$ cat src/rtl/irda_sir_tx_ctrl.sv
// Frame sequencer for the SIR pulse encoder: takes bytes over valid/ready and
// drives stx_pad_o/tx_select as a UART frame, one bit per 16 fast_enable ticks.
module irda_sir_tx_ctrl #(
  parameter int unsigned DATA_BITS = 8,
  parameter int unsigned PARITY    = 0,
  parameter int unsigned STOP_BITS = 1,
  parameter int unsigned GAP_BITS  = 0
) (
  input  logic                 clk,
  input  logic                 wb_rst_n,
  input  logic                 fast_enable,
  input  logic                 fast_mode,
  input  logic [DATA_BITS-1:0] tx_data,
  input  logic                 tx_valid,
  output logic                 tx_ready,
  output logic                 stx_pad_o,
  output logic                 tx_select,
  output logic                 busy,
  output logic                 frame_done
);

  localparam logic [3:0] DB_L = 4'(DATA_BITS);
  localparam logic [3:0] SB_L = 4'(STOP_BITS);
  localparam logic [3:0] GB_L = 4'(GAP_BITS);

  typedef enum logic [2:0] {IDLE, START, DATA, PAR, STOP, GAP} state_t;

  state_t               state, state_nxt;
  logic [3:0]           cnt16, cnt16_nxt;
  logic [3:0]           bitcnt, bitcnt_nxt;
  logic [DATA_BITS-1:0] shreg, shreg_nxt;
  logic                 par_bit, par_nxt;
  logic                 stx_nxt, tsel_nxt, fdone_nxt;
  logic                 par_calc;

  assign par_calc = (PARITY == 1) ? ~^tx_data : ^tx_data;
  assign tx_ready = (state == IDLE) && !fast_mode;
  assign busy     = (state != IDLE);

  // State and datapath registers
  always_ff @(posedge clk or negedge wb_rst_n) begin
    if (!wb_rst_n) begin
      state      <= IDLE;
      cnt16      <= '0;
      bitcnt     <= '0;
      shreg      <= '0;
      par_bit    <= 1'b0;
      stx_pad_o  <= 1'b1;
      tx_select  <= 1'b0;
      frame_done <= 1'b0;
    end else begin
      state      <= state_nxt;
      cnt16      <= cnt16_nxt;
      bitcnt     <= bitcnt_nxt;
      shreg      <= shreg_nxt;
      par_bit    <= par_nxt;
      stx_pad_o  <= stx_nxt;
      tx_select  <= tsel_nxt;
      frame_done <= fdone_nxt;
    end
  end

  // Next-state logic: next bit is registered on the last tick of each period so
  // it is already stable when the encoder's counter wraps to 0.
  always_comb begin
    state_nxt  = state;
    cnt16_nxt  = cnt16;
    bitcnt_nxt = bitcnt;
    shreg_nxt  = shreg;
    par_nxt    = par_bit;
    stx_nxt    = stx_pad_o;
    tsel_nxt   = tx_select;
    fdone_nxt  = 1'b0;
    if (fast_mode) begin
      state_nxt = IDLE;
      cnt16_nxt = '0;
      stx_nxt   = 1'b1;
      tsel_nxt  = 1'b0;
    end else if (state == IDLE) begin
      if (tx_valid) begin
        state_nxt  = START;
        shreg_nxt  = tx_data;
        par_nxt    = par_calc;
        stx_nxt    = 1'b0;
        tsel_nxt   = 1'b1;
        cnt16_nxt  = '0;
        bitcnt_nxt = '0;
      end
    end else if (fast_enable) begin
      cnt16_nxt = cnt16 + 4'd1;
      if (cnt16 == 4'd15) begin
        case (state)
          START: begin
            state_nxt  = DATA;
            stx_nxt    = shreg[0];
            shreg_nxt  = shreg >> 1;
            bitcnt_nxt = 4'd1;
          end
          DATA: begin
            if (bitcnt == DB_L) begin
              bitcnt_nxt = 4'd1;
              if (PARITY != 0) begin
                state_nxt = PAR;
                stx_nxt   = par_bit;
              end else begin
                state_nxt = STOP;
                stx_nxt   = 1'b1;
              end
            end else begin
              stx_nxt    = shreg[0];
              shreg_nxt  = shreg >> 1;
              bitcnt_nxt = bitcnt + 4'd1;
            end
          end
          PAR: begin
            state_nxt  = STOP;
            stx_nxt    = 1'b1;
            bitcnt_nxt = 4'd1;
          end
          STOP: begin
            if (bitcnt == SB_L) begin
              bitcnt_nxt = 4'd1;
              if (GAP_BITS != 0) begin
                state_nxt = GAP;
              end else begin
                state_nxt = IDLE;
                tsel_nxt  = 1'b0;
                fdone_nxt = 1'b1;
              end
            end else begin
              bitcnt_nxt = bitcnt + 4'd1;
            end
          end
          GAP: begin
            if (bitcnt == GB_L) begin
              state_nxt = IDLE;
              tsel_nxt  = 1'b0;
              fdone_nxt = 1'b1;
            end else begin
              bitcnt_nxt = bitcnt + 4'd1;
            end
          end
          default: state_nxt = IDLE;
        endcase
      end
    end
  end

endmodule

$ cat config.mk
export PLATFORM = sky130hd
export DESIGN_NAME = irda_sir_tx_ctrl
export DESIGN_NICKNAME = d
export VERILOG_FILES = /design/src/rtl/irda_sir_tx_ctrl.sv
export SDC_FILE = /design/constraint.sdc
export NUM_CORES = 1
export LEC_CHECK = 0
export CAP_MARGIN = 20
export CORE_MARGIN = 3
export CORE_UTILIZATION = 40
export DETAILED_ROUTE_END_ITERATION = 6
export HOLD_SLACK_MARGIN = 0.05
export SYNTH_ARGS = -nofsm -noshare
export SYNTH_HDL_FRONTEND = slang
export SYNTH_SLANG_ARGS = --single-unit
$ cat constraint.sdc
create_clock -name clk -period 5.5 [get_ports clk]
set_input_delay 1.1 -clock clk [delete_from_list [all_inputs] [get_ports clk]]
set_output_delay 1.1 -clock clk [all_outputs]
set_load 0.02 [all_outputs]
; ---- Yosys cells after proc, flatten, opt, wreduce, memory -nomap -nowiden
; Index checks and enable logic that the tools add are counted.
[totals]
word_cells = 93
reg_bits = 22
[classes]
n_bitwise = 1
eq_ne = 15
addsub = 2
reduce_logical = 20
muxes = 48
[op_table]
columns = operator, count
row1 = two-way mux 4 bit, 10
row2 = two-way mux 8 bit, 5
row3 = two-way mux 3 bit, 8
row4 = AND reduction 6 bit, 4
row5 = two-way mux 1 bit, 19
row6 = one-hot mux 4 bit (4 select lines), 1
row7 = one-hot mux 8 bit (2 select lines), 1
row8 = one-hot mux 3 bit (5 select lines), 1
row9 = "inequality test 4 bit, second input constant", 3
row10 = nonzero test 3 bit, 4
row11 = nonzero test 5 bit, 2
row12 = "inequality test 3 bit, second input constant", 3
row13 = "adder 4 x 1 -> 4 bit, second input constant", 2
row14 = "equality test 4 bit, second input constant", 2
row15 = "equality test 3 x 2 -> 1 bit, second input constant", 2
row16 = "equality test 3 bit, second input constant", 2
row17 = "equality test 4 x 1 -> 1 bit, second input constant", 1
row18 = logical NOT 4 bit, 1
row19 = one-hot mux 1 bit (2 select lines), 2
row20 = AND reduction 4 bit, 1
row21 = nonzero test 2 bit, 2
row22 = nonzero test 4 bit, 1
row23 = "equality test 3 x 1 -> 1 bit, second input constant", 1
row24 = logical NOT 3 bit, 1
row25 = 7 further kinds, 7

; ---- Longest topological paths before layout
[logic_depth]
ltp_word = 7
mapped_depth = 7

; ---- Least setup slack after synthesis
; OpenSTA, ideal clock, no wires.
[synth_path]
path_kind = reg2out
from = register state[0]
to = output port tx_ready
arrival_time_ps = 1726
stages_incl_launch_ff = 5
required_ps = 4400
slack_ps = 2674
cell_sequence = dfrtp_1 -> buf_2 -> nor3_2 -> clkinv_1 -> nor2_1
[synth_via]
elab_chain_len = 2
[synth_rtl]
columns = element, line_no
row1 = start: declaration, 28  ; state_t state, state_nxt;
row2 = start signal: assignment, 52  ; state <= state_nxt;
row3 = logical NOT 3 bit, 37  ; assign tx_ready = (state == IDLE) && !fast_mode;
row4 = logical AND 1 bit, 37
row5 = end: declaration, 15  ; output logic tx_ready,
; Every way passes these cells.

; ---- Worst setup path in the final report
[layout_path]
from = input port fast_mode
to = output port tx_ready
[layout_via]
elab_chain_len = 2
[layout_rtl]
columns = element, line_no
row1 = start: declaration, 12  ; input logic fast_mode,
row2 = logical NOT 1 bit, 37
row3 = logical AND 1 bit, 37
; Every way passes these cells.

==> reports/results.txt <==
GR Layer Usage met2 = 21.3%
PortBufs = 17
Arrival time worst endpoint = 2.55 ns
Syn avg cell area = 9.46 um2
Dpl cells = 196
Drt wl/cell = 13.4 um
Proportion of layout cells with a drive suffix above 1 = 13.4%
Via count = 1,047
R2R Setup Slk = 3.12 ns
Initial DRC Count = 54
Worst VDD drop = 0.110 mV
Drt via density = 5.21
RSZ-0062 raised after global routing = no
Setup crit start kind = primary input
R2R Path End = shreg[1]
Yosys warning count = 0
Clock H-tree levels = 1
Beginning of the critical path = fast_mode
Final setup viols = 0
HPWL after DPL = 1.89 mm
Post-Route Setup TNS = 0 ns
Prevailing post-synth register cell = dfrtp_1
Routed WL = 2.70 mm
Setup WS post-layout = 1.85 ns
R2R cell count = 4
Die Wd = 63.5 um
Pre-Repair DR Iteration Count = 4
DP Worst Slack = 1.83 ns
Num CTS Buffers = 3
Post-route clock period utilization = 66.4%
Slew at the pin closest to its max-slew limit = 0.502 ns
# nets final = 175
Vias in the first global route = 999
Power per cell area = 229 nW/um2
Met3 GRT Util = 2.67%
Post-CTS Setup Inserts = 0
Max Fclk = 274 MHz
CP max FO = 13
Fin cells = 201
Die H = 63.5 um
CTS tree = built
HP Class = reg -> reg
Netlist cell types = 38
Origin of the critical flop-to-flop path = state[1]
Initial antenna violation count = 0
Ys async rst share = 100%
Slew Viols, Final = 0
CTS Sinks = 22
Diode count = 0
Grt met1 use = 19.6%
Synth Net Count = 157
Syn-to-layout area delta = 19.1%
Worst skew pair latency = 0.31 ns
Std-Cell Rows = 20
Core Region = 3100 um2
Post-synth EDFFs = 0
Lkg Pwr = 0.690 nW
ANT nets after route = 0
Max Clock Skew = 0.0110 ns
WS Path Type = in -> out
Netlist Area Pre-Place = 1320 um2
Largest net degree at the start of global routing = 23
Clock Tree Buf Depth = 2
CTS clock-pin slew for the worst setup and hold paths = 0.12 ns
Tmin final = 3.65 ns
CP Capture Type = primary output
PostCTS Resize Cnt = 0
Die area = 4040 um2
Total track usage = 13.8%
MaxCap Viol Count = 0
Routability Congestion = 0.749
Grt peak-use layer = met2
Total grt overflow = 0
Seq/Total Area, Yosys = 41.7%
Cells after synthesis = 140
Yosys reg bits = 22
Outcome = finished, final reports clean
Final hold vios = 0
DRC = 0
CP Capture Point = tx_ready
Worst EP required = 4.40 ns
Top-level port count = 18
Hold-fix buffers, CTS = 0
Commonest non-fill, non-tap cells in the layout = nand2_1, dfrtp_1, clkdlybuf4s50_1
Slew margin rel. = 66.2%
Initial Utilization = 42.7%
Global-route wire length before repair = 4.53 mm
Clock root buffer = clkbuf_4
Most common cell after layout, fill and taps aside = nand2_1
==> worst min path at each step <==
stage / start / end / slack [ns] / depth (start not counted)
CTS: shreg[1] / shreg[1] / 0.53 / 1
global placement: shreg[1] / shreg[1] / 0.49 / 1
finish: shreg[1] / shreg[1] / 0.53 / 1
floorplan: shreg[1] / shreg[1] / 0.48 / 1
global route: shreg[1] / shreg[1] / 0.56 / 1
detailed placement: shreg[2] / shreg[2] / 0.49 / 1
==> cell usage after synthesis, drive strengths merged, types with 3 or more instances <==
library cell   n  share of area (%)
a31oi          3                1.4
o21ai          7                2.6
nor2           5                1.4
nand3          4                1.5
inv            8                2.3
mux2           8                8.8
a21oi          9                3.4
mux2i          4                3.0
ha             4                3.8
clkbuf         4                1.1
dfrtp         21                 40
nand2         29                8.2
==> flip-flops by register name (all words and copies together) (netlist names) <==
register and flops:
state 3, stx_pad_o 1, shreg 8, cnt16 4
frame_done 1, bitcnt 4, tx_select 1
==> metrics by stage <==
| step | instance area (um2) | total power [mW] | utilization, % | hold WS (ns) |
|---|---|---|---|---|
| 2_1_floorplan | 1320 | 0.256 | - | 0.481 |
| 6_report | 1580 | 0.361 | 50.8 | 0.526 |
| 5_1_grt | 1580 | 0.385 | 50.8 | 0.558 |
| 3_3_place_gp | 1530 | 0.283 | 49.2 | 0.492 |
| 4_1_cts | 1550 | 0.364 | 50.0 | 0.528 |
| 3_5_place_dp | 1530 | 0.285 | 49.2 | 0.494 |
==> critical path: stages <==
cell and delay, ns:
clkdlybuf4s50_1 0.63, nor2_1 0.20, clkdlybuf4s50_1 0.62
==> cell families (layout without fill, tap and decap cells) <==
kind of cell / after synthesis / in the layout / synth area share [%]
AOI/OAI and AO/OA: 28 / 28 / 14.0
xor gates and xnor gates: 2 / 2 / 1.32
adders and majority gates: 4 / 4 / 3.78
buffers and inverters: 15 / 32 / 4.91
DFF: 22 / 22 / 41.7
muxes: 12 / 12 / 11.8
and+or+nand+nor: 57 / 57 / 22.5
==> routing by layer <==
layer | wire, um | part of all wire (%)
met1 | 1310 | 49
met2 | 1290 | 48
met3 | 80 | 3.0
met4 | 12 | 0.44
met5 | 0 | 0
==> power breakdown <==
part	switching [mW]	leakage (nW)	internal [mW]	total [mW]
combinational	0.0365	0.390	0.0511	0.0875
sequential	0.0141	0.285	0.181	0.195
clock	0.0500	0.0150	0.0283	0.0782
total	0.101	0.690	0.261	0.361
==> layout make-up <==
type / instances / area (um2)
Fill cell: 299 / 1530
Sequential cell: 22 / 552
Tap cell: 44 / 55.1
Multi-Input combinational cell: 103 / 707
Clock buffer: 4 / 26.3
Timing Repair Buffer: 19 / 203
Inverter: 9 / 33.8
No activity file was read; power rests on OpenSTA's default activity.
